## src/rtl/alu_uart_interface.sv

```systemverilog
// alu_uart_interface
// Sequences three received bytes (operand A, operand B, opcode) into
// registered ALU operands, then captures the ALU result and hands it to the
// transmitter with a one-cycle start pulse.
//
// Handshake: rx_done and tx_done are single-cycle pulses sampled on the
// rising clock edge; tx_start is a single-cycle pulse issued one cycle
// after the opcode is accepted, with tx_data held until the next result.
// A byte arriving while a result is executing or being transmitted is
// dropped and latches the sticky overrun flag.
module alu_uart_interface #(
    parameter int NB_DATA   = 8,
    parameter int NB_OPCODE = 6
) (
    input  logic                 clock,
    input  logic                 reset,
    input  logic [NB_DATA-1:0]   rx_data,
    input  logic                 rx_done,
    input  logic                 tx_done,
    output logic                 tx_start,
    output logic [NB_DATA-1:0]   tx_data,
    output logic [NB_DATA-1:0]   alu_a,
    output logic [NB_DATA-1:0]   alu_b,
    output logic [NB_OPCODE-1:0] alu_opcode,
    input  logic [NB_DATA-1:0]   alu_result,
    output logic                 busy,
    output logic                 overrun,
    output logic [2:0]           dbg_state
);

    typedef enum logic [2:0] {
        WAIT_A  = 3'd0,
        WAIT_B  = 3'd1,
        WAIT_OP = 3'd2,
        EXEC    = 3'd3,
        WAIT_TX = 3'd4
    } state_t;

    state_t                 r_state;
    state_t                 w_state_next;
    logic [NB_DATA-1:0]     r_alu_a;
    logic [NB_DATA-1:0]     w_alu_a_next;
    logic [NB_DATA-1:0]     r_alu_b;
    logic [NB_DATA-1:0]     w_alu_b_next;
    logic [NB_OPCODE-1:0]   r_opcode;
    logic [NB_OPCODE-1:0]   w_opcode_next;
    logic [NB_DATA-1:0]     r_tx_data;
    logic [NB_DATA-1:0]     w_tx_data_next;
    logic                   r_tx_start;
    logic                   w_tx_start_next;
    logic                   r_overrun;
    logic                   w_overrun_next;

    // Next-state and next-register values; everything holds unless a case says otherwise.
    always_comb begin
        w_state_next    = r_state;
        w_alu_a_next    = r_alu_a;
        w_alu_b_next    = r_alu_b;
        w_opcode_next   = r_opcode;
        w_tx_data_next  = r_tx_data;
        w_tx_start_next = 1'b0;
        w_overrun_next  = r_overrun;
        case (r_state)
            WAIT_A: begin
                if (rx_done) begin
                    w_alu_a_next = rx_data;
                    w_state_next = WAIT_B;
                end
            end
            WAIT_B: begin
                if (rx_done) begin
                    w_alu_b_next = rx_data;
                    w_state_next = WAIT_OP;
                end
            end
            WAIT_OP: begin
                if (rx_done) begin
                    // Upper bits of the opcode byte are intentionally discarded.
                    w_opcode_next = rx_data[NB_OPCODE-1:0];
                    w_state_next  = EXEC;
                end
            end
            EXEC: begin
                // ALU has settled on the registered operands by now.
                w_tx_data_next  = alu_result;
                w_tx_start_next = 1'b1;
                w_state_next    = WAIT_TX;
                if (rx_done) begin
                    w_overrun_next = 1'b1;
                end
            end
            WAIT_TX: begin
                if (tx_done) begin
                    w_state_next = WAIT_A;
                end
                if (rx_done) begin
                    w_overrun_next = 1'b1;
                end
            end
            default: begin
                w_state_next = WAIT_A;
            end
        endcase
    end

    // State and datapath registers with asynchronous active-low clear.
    always_ff @(posedge clock or negedge reset) begin
        if (!reset) begin
            r_state    <= WAIT_A;
            r_alu_a    <= '0;
            r_alu_b    <= '0;
            r_opcode   <= '0;
            r_tx_data  <= '0;
            r_tx_start <= 1'b0;
            r_overrun  <= 1'b0;
        end else begin
            r_state    <= w_state_next;
            r_alu_a    <= w_alu_a_next;
            r_alu_b    <= w_alu_b_next;
            r_opcode   <= w_opcode_next;
            r_tx_data  <= w_tx_data_next;
            r_tx_start <= w_tx_start_next;
            r_overrun  <= w_overrun_next;
        end
    end

    assign alu_a      = r_alu_a;
    assign alu_b      = r_alu_b;
    assign alu_opcode = r_opcode;
    assign tx_data    = r_tx_data;
    assign tx_start   = r_tx_start;
    assign overrun    = r_overrun;
    assign busy       = (r_state != WAIT_A);
    assign dbg_state  = r_state;

endmodule

```

## config.mk

```make
export PLATFORM = sky130hd
export DESIGN_NAME = alu_uart_interface
export DESIGN_NICKNAME = d
export VERILOG_FILES = /design/src/rtl/alu_uart_interface.sv
export SDC_FILE = /design/constraint.sdc
export NUM_CORES = 1
export LEC_CHECK = 0
export ABC_AREA = 1
export CORE_ASPECT_RATIO = 0.9
export CORE_UTILIZATION = 45
export CTS_CLUSTER_SIZE = 10
export DETAILED_ROUTE_END_ITERATION = 12
export PLACE_DENSITY = 0.83
export SLEW_MARGIN = 25
export SYNTH_ARGS = -nofsm -noshare
export SYNTH_HDL_FRONTEND = slang
export SYNTH_SLANG_ARGS = --single-unit
```

## constraint.sdc

```tcl
create_clock -name clock -period 2.1 [get_ports clock]
set_clock_uncertainty 0.05 [all_clocks]
set_input_delay 0.63 -clock clock [delete_from_list [all_inputs] [get_ports clock]]
set_output_delay 0.63 -clock clock [all_outputs]
set_load 0.02 [all_outputs]
```

==> results_tabular.tex <==
\begin{tabular}{lr}
\hline
Metric & Value \\
\hline
\multicolumn{2}{l}{\textbf{Run status}} \\
\quad Status & finished clean \\
\multicolumn{2}{l}{\textbf{Place}} \\
\quad Final weighted congestion in routability-driven placement & 0.762 \\
\quad Dpl hpwl & 2.33 mm \\
\quad Port Buf Inserts & between 50 and 60 \\
\quad Pre-CTS WS & between 0.1 and 0.15 ns \\
\quad Number of instances in the placed design & approximately 240 \\
\multicolumn{2}{l}{\textbf{Floorplan}} \\
\quad Die Wd & approximately 62 µm \\
\quad Die area & between 3000 and 4000 µm² \\
\quad Vertical die dimension & approximately 56 µm \\
\quad Initial core utilization & 0.478 \\
\quad Standard-cell row count & 19 \\
\quad I/O Pins & 56 \\
\quad Floorplan core area & $\sim$3100 µm² \\
\multicolumn{2}{l}{\textbf{Setup path}} \\
\quad Largest fanout of any net on the critical path & 7 \\
\quad Worst path max stage delay & 0.46 ns \\
\quad Cell with the biggest individual delay on the critical path & dfrtp\_2 \\
\quad Buf+Inv Stages, Crit Path & 2 \\
\quad Worst setup path category & flip-flop to output pin \\
\quad Required time of the critical path & roughly 1.4 ns \\
\quad Data arrival at the endpoint of the critical path & roughly 1.3 ns \\
\quad Type of element launching the critical path & flip-flop \\
\quad Series of cell instances along the critical path & inv\_2 -> nand2\_1 -> dlygate4sd2\_1 \\
\quad Critical Path End Type & output pin \\
\quad Top cell family by delay on the critical path & buffers and inverters \\
\multicolumn{2}{l}{\textbf{Timing}} \\
\quad Number of failing setup endpoints in the final timing report & 0 \\
\quad Part of the cycle the worst path needs & 0.960 \\
\quad Measured slew at the worst slew-check pin & between 0.4 and 0.5 ns \\
\quad Slack of the critical path & 0.0836 ns \\
\quad Final Critical Period & 2.02 ns \\
\quad Max-slew headroom & 0.689 \\
\quad Final count of pins violating max slew & 0 \\
\quad Unrepaired setup endpoints after global routing & no \\
\quad Setup total negative slack & 0 ns \\
\quad Final hold violation count & 0 \\
\quad Max Fclk & around 0.50 GHz \\
\multicolumn{2}{l}{\textbf{Synth}} \\
\quad Warning count from the yosys run & 0 \\
\quad Mapped Avg Cell Area & $\sim$10 µm² \\
\quad Register area share after synthesis & 0.593 \\
\quad Number of different library cells in the post-synthesis netlist & 19 \\
\quad Synth Net Count & between 150 and 200 \\
\quad Cell area after synthesis & about 1500 µm² \\
\quad Post-synthesis sequential element count & 35 \\
\quad Synthesized netlist cell count & about 150 \\
\multicolumn{2}{l}{\textbf{Route}} \\
\quad Wirelength, routed & $\sim$3.2 mm \\
\quad DRC violation count after routing & 0 \\
\quad DRT iter0 DRCs & 44 \\
\quad Number of nets with antenna violations after routing & 0 \\
\quad Drt wl/cell & roughly 13 µm \\
\quad Number of iterations in the first detailed-routing pass & 4 \\
\quad Total number of vias & 1,186 \\
\quad Vias per cell & between 4 and 5 \\
\multicolumn{2}{l}{\textbf{Clock tree}} \\
\quad Clock slew at the register clock pins of the worst setup and hold paths & 0.09 ns \\
\quad Maximum clock path buffer count & 2 \\
\quad Hold-fix buffer count after cts & 0 \\
\quad Clock sink count & 35 \\
\quad Post-CTS setup buffer count & 0 \\
\quad CTS buffer count & 5 \\
\quad Number of levels in the clock H-tree & 2 \\
\quad Clock tree root buffer cell & clkbuf\_4 \\
\quad Clock latency reported for the late side of the worst-skew pair & just over 0.3 ns \\
\quad CTS tree & built \\
\quad Post-cts gate resize count & 5 \\
\multicolumn{2}{l}{\textbf{Final layout}} \\
\quad Final standard cell count with taps included and fillers excluded & 249 \\
\quad Final core utilization & 0.680 \\
\quad Number of filler cells placed in the layout & between 200 and 250 \\
\quad Nets & about 230 \\
\quad Fraction of layout cells with a size suffix above 1 & 0.174 \\
\quad Area taken by flip-flops and latches & 880 µm² \\
\quad ANT cells & 0 \\
\quad Signed area change from the synthesized netlist to the final layout & 42.2\% \\
\quad Footprint of the multi-input gates & slightly below 500 µm² \\
\multicolumn{2}{l}{\textbf{Power and ir drop}} \\
\quad IR Drop Worst-Case VDD & about 880 µV \\
\quad Total power per unit cell area & 1600 nW/µm² \\
\quad Net switching power & $\sim$1400 µW \\
\quad Combinational power share & 0.546 \\
\quad Clock network fraction of design power & 0.093 \\
\quad Internal power of the cells & about 1900 µW \\
\quad Leakage dissipation & 0.00103 µW \\
\quad Share of power burned in registers & 0.361 \\
\quad Switching Fraction & 0.426 \\
\multicolumn{2}{l}{\textbf{Global routing}} \\
\quad Number of global-route vias before repair & 1,230 \\
\quad Largest net degree at the start of global routing & 36 \\
\quad Total Routing Usage GR & 0.199 \\
\quad First-pass GRT wire length & around 5.5 mm \\
\quad Overflow left after global routing & 0 \\
\quad Antenna violations before repair & 0 \\
\multicolumn{2}{l}{\textbf{Run}} \\
\quad Reported max-cap violation count & 0 \\
\multicolumn{2}{l}{\textbf{Hold path}} \\
\quad Worst min-delay path class & flip-flop to flip-flop \\
\hline
\end{tabular}
[metrics by stage]
step	instance area (µm²)	hold WS, ns	total power, µW
floorplan	1480	0.284	2260
global route	2100	0.458	3570
CTS	2100	0.437	3390
detailed placement	2050	0.414	3080
finish	2100	0.431	3360
global placement	2050	0.404	3000
[power by group through the flow]
stage	Sequential [µW]	Clock (µW)	Combinational (µW)
3_5_place_dp	1210	0	1870
2_1_floorplan	1570	0	688
4_1_cts	1210	325	1850
3_3_place_gp	1190	0	1810
5_1_grt	1250	353	1970
6_report	1210	312	1830
[layer usage]
| layer | vias to the layer above | routed length [µm] | global-route usage |
|---|---|---|---|
| met5 | - | 0 | 0 |
| met4 | 0 | 15 | 0.0598 |
| met3 | 4 | 218 | 0.0610 |
| met2 | 55 | 1540 | 0.337 |
| met1 | 550 | 1420 | 0.245 |
| li1 | 577 | - | - |
[cells by family after synthesis]
kind of cell	Yosys count	share of synthesized area
buf+inv	20	0.0745
simple gates	69	0.215
flops	35	0.593
compound gates	23	0.118
[placed cells by master (no fill, tap or decap), types with 2 or more instances in the layout]
cell             Yosys  routed
buf_4                1       3
clkbuf_4             0       5
clkdlybuf4s50_1      0      51
dfrtp_1             35      32
dfrtp_2              0       3
dlygate4sd2_1        0       2
dlymetal6s2s_1       0       2
inv_1               12      12
inv_2                4       4
nand2_1             55      55
nand3_1              6       6
o21ai_0              8       8
o21ai_2             14      14
[path summary, 6_finish.rpt]
check                             startpoint      endpoint  slack [ns]  cells past startpoint
min in group asynchronous              reset    tx_data[6]        0.68                      2
max in group asynchronous              reset  dbg_state[1]        1.00                      2
worst min-delay path              tx_data[1]    tx_data[1]        0.43                      2
worst max-delay path            dbg_state[1]          busy        0.08                      3
worst min register to register    tx_data[1]    tx_data[1]        0.43                      2
worst max register to register  dbg_state[0]    tx_data[6]        0.66                      5
[worst min-delay path, cell delays in order (launching register included)]
cell     delay [ns]
dfrtp_1        0.35
nand2_1        0.05
nand2_1        0.05
[cells in the mapped netlist]
cell type | n | area (µm²)
nor2_1 | 1 | 3.75
dfrtp_1 | 35 | 876
nand3_1 | 6 | 30.0
buf_6 | 2 | 22.5
nand2_1 | 55 | 206
nor3_4 | 1 | 16.3
nor2_4 | 1 | 11.3
nor3_1 | 1 | 5.00
inv_2 | 4 | 15.0
buf_12 | 1 | 20.0
nand3_2 | 1 | 10.0
o21ai_2 | 14 | 123
inv_1 | 12 | 45.0
nand3_4 | 1 | 17.5
o21ai_0 | 8 | 40.0
nor2_2 | 1 | 6.26
buf_4 | 1 | 7.51
o21bai_2 | 1 | 11.3
nand2_4 | 1 | 11.3
[final cells by class]
type,instances,share of cell area
repair buffers,58,0.274
flip-flops and latches,35,0.419
well taps,42,0.0250
inverters,16,0.0286
clock buffers,6,0.0197
multi-input cells,92,0.234
[registers in the layout, summed over array words and instances (netlist names)]
signal	flops
alu_b	8
tx_start	1
tx_data	8
alu_a	8
overrun	1
alu_opcode	6
dbg_state	3
(Power assumes the default switching activity.)
